==> src/rtl/acc_pkg.sv <==
// Shared definitions for the sequential accumulator slice.
//   state_t : controller phase encoding (IDLE, ACCUM, DONE), 2 bits.
//   DATA_W  : operand / sum width in bits.
package acc_pkg;

  localparam int DATA_W = 16;

  typedef enum logic [1:0] {
    IDLE  = 2'd0,
    ACCUM = 2'd1,
    DONE  = 2'd2
  } state_t;

endpackage : acc_pkg

==> src/rtl/carry_sel_adder.sv <==
// 16-bit carry-select adder.
// The low half is a plain ripple adder. The high half is computed twice,
// once for each possible carry into it. The low half's carry-out then
// selects which high result to use.
// Ports:
//   a, b : DATA_W-bit addends
//   cin  : carry-in
//   sum  : DATA_W-bit sum (modulo 2^DATA_W)
//   cout : carry-out of the most significant bit
module carry_sel_adder
  import acc_pkg::*;
(
  input  logic [DATA_W-1:0] a,
  input  logic [DATA_W-1:0] b,
  input  logic              cin,
  output logic [DATA_W-1:0] sum,
  output logic              cout
);

  localparam int LO_W = DATA_W / 2;
  localparam int HI_W = DATA_W - LO_W;

  logic [LO_W:0] lo;
  logic [HI_W:0] hi0;
  logic [HI_W:0] hi1;

  assign lo  = {1'b0, a[LO_W-1:0]} + {1'b0, b[LO_W-1:0]} + {{LO_W{1'b0}}, cin};
  assign hi0 = {1'b0, a[DATA_W-1:LO_W]} + {1'b0, b[DATA_W-1:LO_W]};
  assign hi1 = {1'b0, a[DATA_W-1:LO_W]} + {1'b0, b[DATA_W-1:LO_W]} + (HI_W+1)'(1);

  // The low-half carry picks the precomputed high half.
  assign sum  = {(lo[LO_W] ? hi1[HI_W-1:0] : hi0[HI_W-1:0]), lo[LO_W-1:0]};
  assign cout = lo[LO_W] ? hi1[HI_W] : hi0[HI_W];

endmodule : carry_sel_adder

==> src/rtl/seq_accumulator.sv <==
// Sequential accumulator around carry_sel_adder.
// A job begins with a start pulse that carries an operand count. The block
// then accepts that many operands over a valid/ready stream and adds one
// operand per cycle. It presents the 16-bit sum and a sticky overflow flag
// on a valid/ready result port.
// Ports:
//   clk, rst_n          : clock and asynchronous active-low reset
//   start, count        : job request and operand count (sampled in IDLE only)
//   in_valid/in_ready   : operand handshake, in_data is the operand
//   out_valid/out_ready : result handshake
//   out_sum, out_carry  : result sum (mod 2^16) and sticky adder carry-out
//   busy                : high while a job is in ACCUM or DONE
module seq_accumulator
  import acc_pkg::*;
#(
  parameter int CNT_W = 8
) (
  input  logic              clk,
  input  logic              rst_n,
  input  logic              start,
  input  logic [CNT_W-1:0]  count,
  input  logic              in_valid,
  input  logic [DATA_W-1:0] in_data,
  output logic              in_ready,
  output logic              out_valid,
  input  logic              out_ready,
  output logic [DATA_W-1:0] out_sum,
  output logic              out_carry,
  output logic              busy
);

  state_t            state;
  state_t            next_state;
  logic [DATA_W-1:0] acc;
  logic              carry;
  logic [CNT_W-1:0]  remaining;
  logic [DATA_W-1:0] add_sum;
  logic              add_cout;
  logic              in_fire;

  carry_sel_adder u_adder (
    .a    (acc),
    .b    (in_data),
    .cin  (1'b0),
    .sum  (add_sum),
    .cout (add_cout)
  );

  // The handshake depends on in_valid. It drives only state, never an output.
  assign in_fire = (state == ACCUM) && in_valid;

  // NOTE: sequential state uses non-blocking assignments so every register
  // samples the values that were present before the edge.
  always_ff @(posedge clk or negedge rst_n) begin
    if (!rst_n) state <= IDLE;
    else        state <= next_state;
  end

  // NOTE: next_state takes a default first, so no path through the case can
  // infer a latch.
  always_comb begin
    next_state = state;
    case (state)
      IDLE:    if (start) next_state = (count == '0) ? DONE : ACCUM;
      ACCUM:   if (in_fire && remaining == CNT_W'(1)) next_state = DONE;
      DONE:    if (out_ready) next_state = IDLE;
      default: next_state = IDLE;
    endcase
  end

  // The datapath registers hold their values in DONE. This keeps the result
  // stable under backpressure. A start pulse outside IDLE is ignored.
  always_ff @(posedge clk or negedge rst_n) begin
    if (!rst_n) begin
      acc       <= '0;
      carry     <= 1'b0;
      remaining <= '0;
    end else if (state == IDLE && start) begin
      acc       <= '0;
      carry     <= 1'b0;
      remaining <= count;
    end else if (in_fire) begin
      acc       <= add_sum;
      carry     <= carry | add_cout;
      remaining <= remaining - CNT_W'(1);
    end
  end

  assign in_ready  = (state == ACCUM);
  assign out_valid = (state == DONE);
  assign busy      = (state != IDLE);
  assign out_sum   = acc;
  assign out_carry = carry;

endmodule : seq_accumulator

==> config.mk <==
export PLATFORM = sky130hd
export DESIGN_NAME = seq_accumulator
export DESIGN_NICKNAME = d
export VERILOG_FILES = /design/src/rtl/acc_pkg.sv /design/src/rtl/carry_sel_adder.sv /design/src/rtl/seq_accumulator.sv
export SDC_FILE = /design/constraint.sdc
export NUM_CORES = 1
export LEC_CHECK = 0
export BUFFER_PORTS_ARGS = -buffer_cell sky130_fd_sc_hd__buf_2
export CORE_ASPECT_RATIO = 0.9
export CORE_UTILIZATION = 55
export CTS_CLUSTER_DIAMETER = 60
export DETAILED_ROUTE_END_ITERATION = 8
export GPL_TIMING_DRIVEN = 0
export HOLD_SLACK_MARGIN = 0.15
export PLACE_DENSITY = 0.82
export RECOVER_POWER = 25
export SYNTH_ARGS = -nofsm -noshare
export SYNTH_HDL_FRONTEND = slang
export SYNTH_SLANG_ARGS = --single-unit
==> constraint.sdc <==
create_clock -name clk -period 4.7 [get_ports clk]
set_input_delay 0.94 -clock clk [delete_from_list [all_inputs] [get_ports clk]]
set_output_delay 0.94 -clock clk [all_outputs]
set_load 0.1 [all_outputs]
# --- Word level (Yosys, flattened, before mapping) ---
# Cells that the tools add are included.
op_classes:
  add_sub_neg: 4
  n_eq_ne: 6
  muxes: 13
  bitwise: 1
  n_reduce_logical: 8
ops:
  columns: ["op", "n"]
  rows:
  - ["16-bit 2-to-1 mux", 2]
  - ["8-bit 2-to-1 mux", 3]
  - ["8-bit by 8-bit adder with 9-bit output", 2]
  - ["9-bit by 1-bit adder with 9-bit output, second input constant", 1]
  - ["8-bit by 1-bit == test with 1-bit output, second input constant", 1]
  - ["8-bit logical NOT", 1]
  - ["2-bit 2-to-1 mux", 4]
  - ["8-bit by 1-bit subtractor with 8-bit output, second input constant", 1]
  - ["2-bit case mux with 3 select lines", 1]
  - ["2-bit by 1-bit inequality test with 1-bit output, second input constant", 2]
  - ["2-bit nonzero test", 2]
  - ["1-bit logical AND", 3]
  - ["1-bit 2-to-1 mux", 3]
  - ["3-bit AND reduction", 1]
  - ["2-bit by 1-bit == test with 1-bit output, second input constant", 1]
  - ["2-bit == test, second input constant", 1]
  - ["2-bit logical NOT", 1]
  - ["2-bit inequality test, second input constant", 1]
  - ["1-bit OR", 1]
totals:
  register_bits: 27
  in_bits: 29
  output_inout_bits: 20
  wordCells: 36

# --- Logic depth before layout (Yosys ltp) ---
# Gate-level depths: netlist of run 1.
logic_depth:
  depth_word: 6
  ltp_mapped: 8
  mapped_depth_nobuf: 8

# --- Hierarchy ---
# From an unflattened synthesis of run 1, not the netlist that was laid out.
hier_totals:
  cells_unflattened: 205
  area_unflattened_um2: 2031.9
modules_own_cells:
  columns: ["module", "n_inst", "cells_per_inst", "area_each_um2", "seq_area_each_um2"]
  rows:
  - ["seq_accumulator", 1, 104, 1217.4, 675.6]
  - ["carry_sel_adder", 1, 101, 814.5, 0.0]

# --- Least setup slack after synthesis of run 1 ---
# OpenSTA, ideal clock, no wires.
synth_path:
  path_kind: "reg2reg"
  start: "register state[1]"
  end: "register remaining[2]"
  setup_time_ns: 0.134
  arrival_ns: 2.744
  required_ns: 4.566
  slack_ns: 1.823
  stages_incl_launch_ff: 8
  path_buffers: 2
  path_cell_list: "dfrtp_1 -> nor2b_1 -> and2_1 -> buf_2 -> nor2_1 -> buf_2 -> o21ai_0 -> o211ai_1"
synth_between:
  elab_chain_len: 3
  word_cells_on_any_way: 6
synth_rtl:
  columns: ["element", "line_no", "source"]
  rows:
  - ["start, declared", "seq_accumulator.sv:32", "state_t state;"]
  - ["start signal, assigned", "seq_accumulator.sv:56", "else state <= next_state;"]
  - ["2-bit by 1-bit == test with 1-bit output", null, null]
  - ["via in_ready", "seq_accumulator.sv:24", "output logic in_ready,"]
  - ["1-bit logical AND", "seq_accumulator.sv:50", "assign in_fire = (state == ACCUM) && in_valid;"]
  - ["2-bit nonzero test (no line)", null, null]
  - ["end signal, assigned", "seq_accumulator.sv:81", "remaining <= count;"]
  - ["end signal, assigned", "seq_accumulator.sv:85", "remaining <= remaining - CNT_W'(1);"]
  - ["end, declared", "seq_accumulator.sv:36", "logic [CNT_W-1:0] remaining;"]
# The timed path passes the listed nets, and every way through them passes these cells.
# A chain may end at the register's enable or synchronous reset.

# --- Final worst setup path of run 1 ---
layout_path:
  start: "input in_data[8]"
  end: "register carry (netlist: out_carry)"
layout_between:
  elab_chain_len: 6
layout_rtl:
  columns: ["element", "line_no", "source"]
  rows:
  - ["start, declared", "seq_accumulator.sv:23", "input logic [DATA_W-1:0] in_data,"]
  - ["8-bit by 8-bit adder with 9-bit output (*)", "carry_sel_adder.sv:28, carry_sel_adder.sv:29", null]
  - ["9-bit by 1-bit adder with 9-bit output", "carry_sel_adder.sv:29", "assign hi1 = {1'b0, a[DATA_W-1:LO_W]} + {1'b0, b[DATA_W-1:LO_W]} + (HI_W+1)'(1);"]
  - ["1-bit 2-to-1 mux (*)", "carry_sel_adder.sv:33", "assign cout = lo[LO_W] ? hi1[HI_W] : hi0[HI_W];"]
  - ["1-bit OR (*)", "seq_accumulator.sv:84", "carry <= carry | add_cout;"]
  - ["1-bit 2-to-1 mux (*)", "seq_accumulator.sv:82", "end else if (in_fire) begin"]
  - ["1-bit 2-to-1 mux (*)", "seq_accumulator.sv:78", "end else if (state == IDLE && start) begin"]
  - ["end signal, assigned", "seq_accumulator.sv:84", null]
  - ["end, declared", "seq_accumulator.sv:35", "logic carry;"]
# Mark *: on every way between the ends. The rest lies on a longest branch, timed or not. The select of a mux whose other input is x is not followed.

==> out/results.ini, run 1 <==
[status]
status=complete, no violations

[finish]
areaGrowthSynthToFinish_pct=17.0
diodes=0
fin_nets=328
drive_gt1_share_pct=20.9
stdcell_count=321

[grt]
met3_usage_pct=5.77
grt_pass1_wl_um=7360
grt_pass1_vias=1648
grt_max_degree=28
track_usage_pct=25.0
gr-usage-met1_pct=34.7
overflow=0
antenna_found_initial=0
gr-usage-met2_pct=40.5
grt.busiest_layer=met2

[clocking]
ctsHoldBuffers=0
h-tree-depth=1
clock-root-buffer=clkbuf_8
clk_pin_slew_ns=0.09
post_cts_resized=0
cts_buffers=3
cts_tree=built
clock_path_buffers=2
cts.sinks=27
clock_latency_ns=0.27
postCtsSetupBuffers=0

[timing]
max_freq_mhz=360
worst_clock_skew_ns=0.00314
layout_min_cycle_time_ns=2.78
fin_crit_sh_pct=59.1
relSlewSlack_pct=2.46
finalMaxSlewViolations=0
rsz0062_at_grt=no
worst-slew-pin-transition_ns=1.46
setup_viol=0
finalSetupTns_ns=0
hold_viol=0

[synthesis]
async_flop_share_pct=100
syn_area_sq_mm=0.00199
ys_top_cells_by_area=dfrtp_1 34%, ha_1 12%, nand2_1 5.5%
synth_top_cell_by_area=dfrtp_1
synth-edff-count=0
synth_most_common_cell=nand2_1
syn_nets=275
synthTopCellsByCount=29 x nand2_1, 27 x dfrtp_1, 19 x ha_1, 19 x nor2_1, 18 x o21ai_0
yosys_warnings=0
synthFlopType=dfrtp_1
syn-instance-count=225
synth_top_area_share_pct=33.9
synth.distinct_cells=43
ys_seq_elements=27
syn-mean-instance-area_sq_um=8.86
yosysSeqAreaShare_pct=33.9

[placed_design]
dp_hpwl_um=3560
place.gp.congestion=0.849
portBuffers=48
placedCellCount=317

[setup_path]
critical_path.slowest_cell=fa_1
cp_max_fo=3
rr_startpoint=out_sum[8]
reg2reg_depth=8
critPathArrivalTime_ns=2.94
cp_data_required_time_ns=4.87
r2r-end=out_carry
cp_top_family=simple AND/OR/NAND/NOR gates
regToRegSetupSlack_ns=2.28
critPathBufInv=1
critPathCaptureType=flip-flop
worstPathCellList=buf_2, ha_1, fa_1, and3_1, or3_1, nand3_1, nor2_1, a31o_1, a32o_1
critPathMaxStageDelay_ns=0.43
crit_path_start_kind=input pin
crit_type=in -> reg

[die]
fp.dieH_um=59.1
die_x_um=65.5
start_util_pct=58.2
coreArea_sq_mm=0.00343
fp-row-count=20
die_area_sq_mm=0.00387
io_pins=49

[drt]
drc=0
ant_nets=0
drt_iter0_markers=126
wl_per_cell_um=14.0
firstDrtPassIters=4
routed_wl_um=4510
vias=1849
viasPerCell=5.76

[min_path]
hold_class=reg -> reg
holdPathEnd=out_carry
hp-start=out_carry
holdPathStages=1

[run]
maxCapViolCount=0

## cell type report
| class | count | area (sq um) |
|---|---|---|
| sequential | 27 | 676 |
| clock buffer | 4 | 45.0 |
| tap | 44 | 55.1 |
| timing repair buffer | 48 | 239 |
| multi-input combinational | 187 | 1270 |
| fill | 316 | 1090 |
| buffer | 6 | 25.0 |
| inverter | 5 | 18.8 |
## how the worst max path moves through the flow
stage                     slack, ns       start  depth (start not counted)      endpoint
after floorplan                1.82    state[1]                          7  remaining[2]
after global placement         1.67  in_data[0]                          9     out_carry
after detailed placement       1.64  in_data[8]                          9     out_carry
after CTS                      1.93  in_data[8]                          9     out_carry
after global routing           1.81  in_data[0]                          9     out_carry
final                          1.92  in_data[8]                          9     out_carry
## per-stage QoR
stage	utilization, %	cell area, sq um	setup WS (ns)	hold WS [ns]
finish	68.1	2330	1.92	0.509
global route	68.1	2330	1.81	0.547
CTS	68.1	2330	1.93	0.506
detailed placement	66.8	2290	1.64	0.485
global placement	66.8	2290	1.67	0.480
floorplan	-	1990	1.82	0.464
## per-layer routing
layer | wire length (um) | vias to the layer above
met3 | 276 | 0
met4 | 0 | 0
met5 | 0 | -
met2 | 2070 | 62
li1 | - | 926
met1 | 2170 | 861
## cells in the final DEF (no fill, tap or decap), types with 4 or more instances in the layout
cell type and count:
buf_2 49, nand2_1 29, dfrtp_1 27, nor2_1 19, ha_1 19, o21ai_0 18
a21oi_1 12, xor2_1 8, xnor2_1 8, o21ai_1 7, clkbuf_1 6, nor3_1 6
inv_1 5, o21bai_1 4, nand3_1 4, a31oi_1 4
## cells by family after synthesis
logic type,after synthesis,synth area share (%)
compound gates,68,22.5
xor+xnor,16,7.03
fa+ha+maj,21,13.9
buf+inv,11,2.20
flops,27,33.9
mux,2,1.00
simple gates,80,19.5
## registers in the layout (all words and copies together) (netlist names)
signal	flops
out_sum	16
remaining	8
state	2
out_carry	1
Power of run 1 is left out: the tool's default activity adds up to more than one toggle a clock period on the data nets, which glitch-free logic cannot reach.
==> inputs of run 2 (changes only) <==
- CORE_UTILIZATION: 55 -> 48
- PLACE_DENSITY: 0.82 -> 0.76
- clock period: 4.7 -> 2.2 ns (I/O delays scaled with it)
==> run 2 against run 1 <==
Net effect:
- the flow now finishes with violations (max-capacitance violations, negative setup slack)
- first-iteration DRC count up 36%
- sequential cell count unchanged
- wire length up 6.6%
- register-to-register slack worse by 2.3 ns
- critical path depth down 1
- non-clock buffer count up 7
- worst setup slack worse by 2.0 ns
- die area up 14%
- global-route usage down 2.0 points
- highest routed layer is now met4
==> out/results.ini, run 2 (synthesis results as in run 1) <==
[clocking]
h-tree-depth=1  ; unchanged
cts_tree=built
clock_path_buffers=2  ; unchanged
clock_latency_ns=0.27  ; about the same
cts_buffers=3  ; unchanged
clock-root-buffer=clkbuf_8
ctsHoldBuffers=0  ; unchanged
cts.sinks=27  ; unchanged
clk_pin_slew_ns=0.10  ; about the same

[min_path]
hold_class=in -> reg
holdPathStages=2  ; +1

[timing]
max_freq_mhz=446
relSlewSlack_pct=0.386  ; -2.1 points
fin_crit_sh_pct=102
finalMaxSlewViolations=0  ; unchanged
hold_viol=0  ; unchanged
setup_viol=2  ; +2
worst_clock_skew_ns=0.00381  ; +0.000671 ns
setup_slack_ns=-0.0444  ; -1.97 ns
layout_min_cycle_time_ns=2.24
rsz0062_at_grt=yes
worst-slew-pin-transition_ns=1.49  ; +0.0311 ns

[finish]
fin_nets=335  ; +2.1%
largest_reg_flops=16  ; unchanged
regArea_sq_um=701  ; +3.7%
areaGrowthSynthToFinish_pct=29.0
stdcell_count=330  ; +2.8%
stdcell_area_sq_mm=0.00257  ; +10%
fin_util_pct=67.1  ; -0.97 points
multi_input_area_sq_mm=0.00143  ; +12%
drive_gt1_share_pct=34.5  ; +14 points
final_cell_mix=49 x buf_2, 27 x nand2_1, 18 x nor2_1, 18 x o21ai_0, 16 x ha_1
diodes=0  ; unchanged
n_fill_cell=324  ; +2.5%
final_common_cell=buf_2

[drt]
drt_iter0_markers=171  ; +36%
firstDrtPassIters=4  ; unchanged
viasPerCell=5.68  ; -1.4%
routed_wl_um=4810  ; +6.6%
vias=1874  ; +1.4%
ant_nets=0  ; unchanged
drc=0  ; unchanged
wl_per_cell_um=14.6  ; +3.7%

[setup_path]
crit_type=reg -> reg
cp_data_required_time_ns=2.37  ; -2.50 ns
cp_max_fo=3  ; unchanged
crit_path_start_kind=flip-flop
critPathArrivalTime_ns=2.42  ; -0.52 ns
reg2reg_depth=8  ; unchanged
critPathCaptureType=flip-flop

[grt]
grt_pass1_wl_um=8310  ; +13%
grt_max_degree=28  ; unchanged
antenna_found_initial=0  ; unchanged
overflow=0  ; unchanged
grt_pass1_vias=1761  ; +6.9%
track_usage_pct=23.1  ; -2.0 points

[run]
maxCapViolCount=1  ; +1

[die]
coreArea_sq_mm=0.00384  ; +12%
fp.dieH_um=63.2  ; +6.8%
start_util_pct=52.0  ; -6.2 points
io_pins=49  ; unchanged
die_area_sq_mm=0.00442  ; +14%
die_x_um=69.9  ; +6.8%
fp-row-count=21  ; +5.0%

[placed_design]
portBuffers=48  ; unchanged
placedCellCount=319  ; +0.63%
pre_cts_slack_ns=-0.219  ; -1.86 ns
place.gp.congestion=0.902  ; +6.2%
postPlaceCellArea_sq_mm=0.00240  ; +4.8%
dp_hpwl_um=3530  ; -0.63%

[status]
violations=max-capacitance violations, negative setup slack
status=finished, violations left

==> run 2: changes by cell type in the layout (fill, tap and decap cells not counted), moves of 3 or more <==
cell | previous run | this run
ha_1 | 19 | 16
buf_4 | 0 | 8
dfrtp_4 | 0 | 3
dfrtp_1 | 27 | 13
ha_4 | 0 | 3
dfrtp_2 | 0 | 11
==> run 2: timing repair <==
action	4_1_cts	5_1_grt
gates resized for setup	5	6
pin swaps	6	8
setup endpoints to repair	4	11
endpoints found under the hold margin	0	0
buffers inserted	5	3
==> run 2: worst paths after layout <==
path,startpoint,endpoint,slack (ns)
min,count[4],remaining[4],0.40
min in group asynchronous,rst_n,out_sum[13],0.50
max in group asynchronous,rst_n,out_sum[8],0.63
min reg2reg,out_carry,out_carry,0.51
max reg2reg,out_sum[8],out_carry,-0.04
max,out_sum[8],out_carry,-0.04
==> run 2: final cells by class <==
type / count / share of cell area [%]
flip-flops and latches: 27 / 27.2
plain buffers: 5 / 0.826
inverters: 5 / 0.729
well taps: 46 / 2.24
repair buffers: 56 / 11.6
clock buffers: 3 / 1.60
multi-input cells: 187 / 55.6
clock inverters: 1 / 0.194
==> run 2: stage by stage <==
stage               hold slack (ns)  TNS (ns)
global route                  0.397    -0.410
floorplan                     0.144    -0.620
finish                        0.403   -0.0620
detailed placement            0.492    -0.633
global placement              0.483    -0.526
CTS                           0.188   -0.0829
==> run 2: routing by layer <==
layer | share of wire (%) | global-route usage (%) | vias to the layer above
li1 | - | - | 941
met1 | 48 | 32.8 | 872
met2 | 45 | 36.4 | 57
met3 | 5.3 | 4.00 | 4
met4 | 0.98 | 5.75 | 0
met5 | 0 | 0 | -
==> run 2: critical path, cell delays in order, from the launching register on <==
cell and delay [ns]:
dfrtp_4 0.50, ha_4 0.17, fa_2 0.36, and3_4 0.17
or3_4 0.35, nand3_4 0.11, nor2_4 0.05, a31o_1 0.19
a32o_1 0.24
Power of run 2 is left out for the same reason.
==> inputs of run 3 (changes only) <==
- CORE_UTILIZATION: 48 -> 50
- CTS_BUF_LIST: unset -> sky130_fd_sc_hd__clkbuf_4
- PLACE_DENSITY: 0.76 -> 0.79
==> run 3 against run 2 <==
Net effect:
- the run ends with negative setup slack left
- sequential cell count is the same
- wire length shrank 3.2%
- die area shrank 3.9%
- worst setup slack lost 0.037 ns
- count of clock-buffer cells in the layout is the same
- hold slack lost 0.072 ns
- critical path type unchanged
- largest cell class unchanged
==> out/results.ini, run 3 (synthesis results as in run 1) <==
[status]
status=finished, violations left
violations=negative setup slack

[timing]
hold_viol=0  ; unchanged
worst-slew-pin-transition_ns=0.708  ; -0.786 ns
max_freq_mhz=438  ; -1.6%
layout_min_cycle_time_ns=2.28  ; +0.0367 ns
setup_slack_ns=-0.0811  ; -0.0367 ns
relSlewSlack_pct=52.8  ; +52 points
hold_slack_ns=0.331  ; -0.0719 ns
setup_viol=3  ; +1
worst_clock_skew_ns=0.00326  ; -0.000550 ns
fin_crit_sh_pct=104  ; +1.7 points
rsz0062_at_grt=yes
finalMaxSlewViolations=0  ; unchanged

[setup_path]
critPathArrivalTime_ns=2.52  ; +0.10 ns
crit_start=out_sum[8]
regToRegSetupSlack_ns=-0.08  ; -0.04 ns
r2r-end=out_carry
rr_startpoint=out_sum[8]
crit_type=reg -> reg
cp_data_required_time_ns=2.44  ; +0.07 ns
crit_path_start_kind=flip-flop
critPathCaptureType=flip-flop
cp_max_fo=3  ; unchanged
reg2reg_depth=8  ; unchanged
cp-endpoint=out_carry

[grt]
grt_pass1_vias=1629  ; -7.5%
overflow=0  ; unchanged
grt_pass1_wl_um=7390  ; -11%
grt_max_degree=28  ; unchanged
antenna_found_initial=0  ; unchanged
track_usage_pct=23.6  ; +0.53 points

[drt]
routed_wl_um=4650  ; -3.2%
firstDrtPassIters=4  ; unchanged
wl_per_cell_um=14.2  ; -2.6%
drt_iter0_markers=119  ; -30%
drc=0  ; unchanged
vias=1885  ; +0.59%
viasPerCell=5.75  ; +1.2%
ant_nets=0  ; unchanged

[clocking]
h-tree-depth=1  ; unchanged
cts_tree=built
clock_latency_ns=0.33  ; +0.06 ns
clock-root-buffer=clkbuf_4
clk_pin_slew_ns=0.15  ; +0.05 ns
cts.sinks=27  ; unchanged
clock_path_buffers=2  ; unchanged
cts_buffers=3  ; unchanged

[min_path]
hp-start=count[6]
hold_class=in -> reg

[finish]
areaGrowthSynthToFinish_pct=26.0
final_cell_mix=49 x buf_2, 27 x nand2_1, 18 x nor2_1, 18 x o21ai_0, 16 x ha_1
final_common_cell=buf_2
largest_reg_flops=16  ; unchanged
drive_gt1_share_pct=33.3  ; -1.2 points
fin_nets=333  ; -0.60%
diodes=0  ; unchanged

[die]
start_util_pct=53.1  ; +1.1 points
io_pins=49  ; unchanged
die_area_sq_mm=0.00425  ; -3.9%
fp.dieH_um=61.9  ; -2.0%
coreArea_sq_mm=0.00376  ; -2.1%
die_x_um=68.6  ; -2.0%
fp-row-count=21  ; unchanged

[placed_design]
portBuffers=48  ; unchanged
dp_hpwl_um=3450  ; -2.4%
place.gp.congestion=0.810  ; -10%

[run]
maxCapViolCount=0  ; -1

==> run 3: worst min-delay path by stage <==
| stage | endpoint | slack [ns] | cells past startpoint |
|---|---|---|---|
| finish | remaining[6] | 0.33 | 3 |
| global route | remaining[1] | 0.33 | 2 |
| CTS | remaining[6] | 0.32 | 3 |
| detailed placement | out_carry | 0.48 | 1 |
| global placement | out_sum[12] | 0.48 | 1 |
| floorplan | out_carry | 0.14 | 0 |
==> run 3: repair_timing <==
action                     in CTS  in global routing
pin swaps                       5                  3
cloned                          0                  0
setup endpoints to repair       4                 11
resized for setup               5                  2
hold buffers                    1                  0
setup buffers                   3                  2
hold endpoints to repair       27                  0
==> run 3: area by class of cell <==
class / count / area (sq um)
flip-flops and latches: 27 / 701
clock inverters: 1 / 5.00
fillers: 315 / 1240
repair buffers: 54 / 288
clock buffers: 3 / 22.5
inverters: 5 / 18.8
well taps: 46 / 57.6
multi-input cells: 187 / 1400
plain buffers: 5 / 21.3
==> run 3: metal layers <==
layer / global-route usage (%) / wire, um / up-vias
met5: 0 / 0 / -
met2: 38.0 / 2090 / 63
met1: 33.3 / 2280 / 881
met3: 4.93 / 273 / 2
met4: 3.57 / 15 / 0
li1: - / - / 939
==> run 3: metrics by stage <==
step                      area, sq um  utilization (%)  TNS (ns)  setup slack [ns]  cells
after global routing             2510             66.9    -0.402            -0.132    328
after floorplan                  2100                -    -0.620            -0.205    225
after global placement           2400             63.9    -0.579            -0.224    319
after CTS                        2490             66.3    -0.149           -0.0906    327
final                            2510             66.9    -0.123           -0.0811    328
after detailed placement         2400             63.9    -0.634            -0.224    319
==> run 3: worst max-delay path, stage by stage, from the launching register on <==
cell,delay (ns)
dfrtp_4,0.52
ha_4,0.17
fa_2,0.37
and3_4,0.18
or3_4,0.34
nand3_4,0.12
nor2_2,0.06
a31o_1,0.19
a32o_1,0.24
Power of run 3 is left out for the same reason.
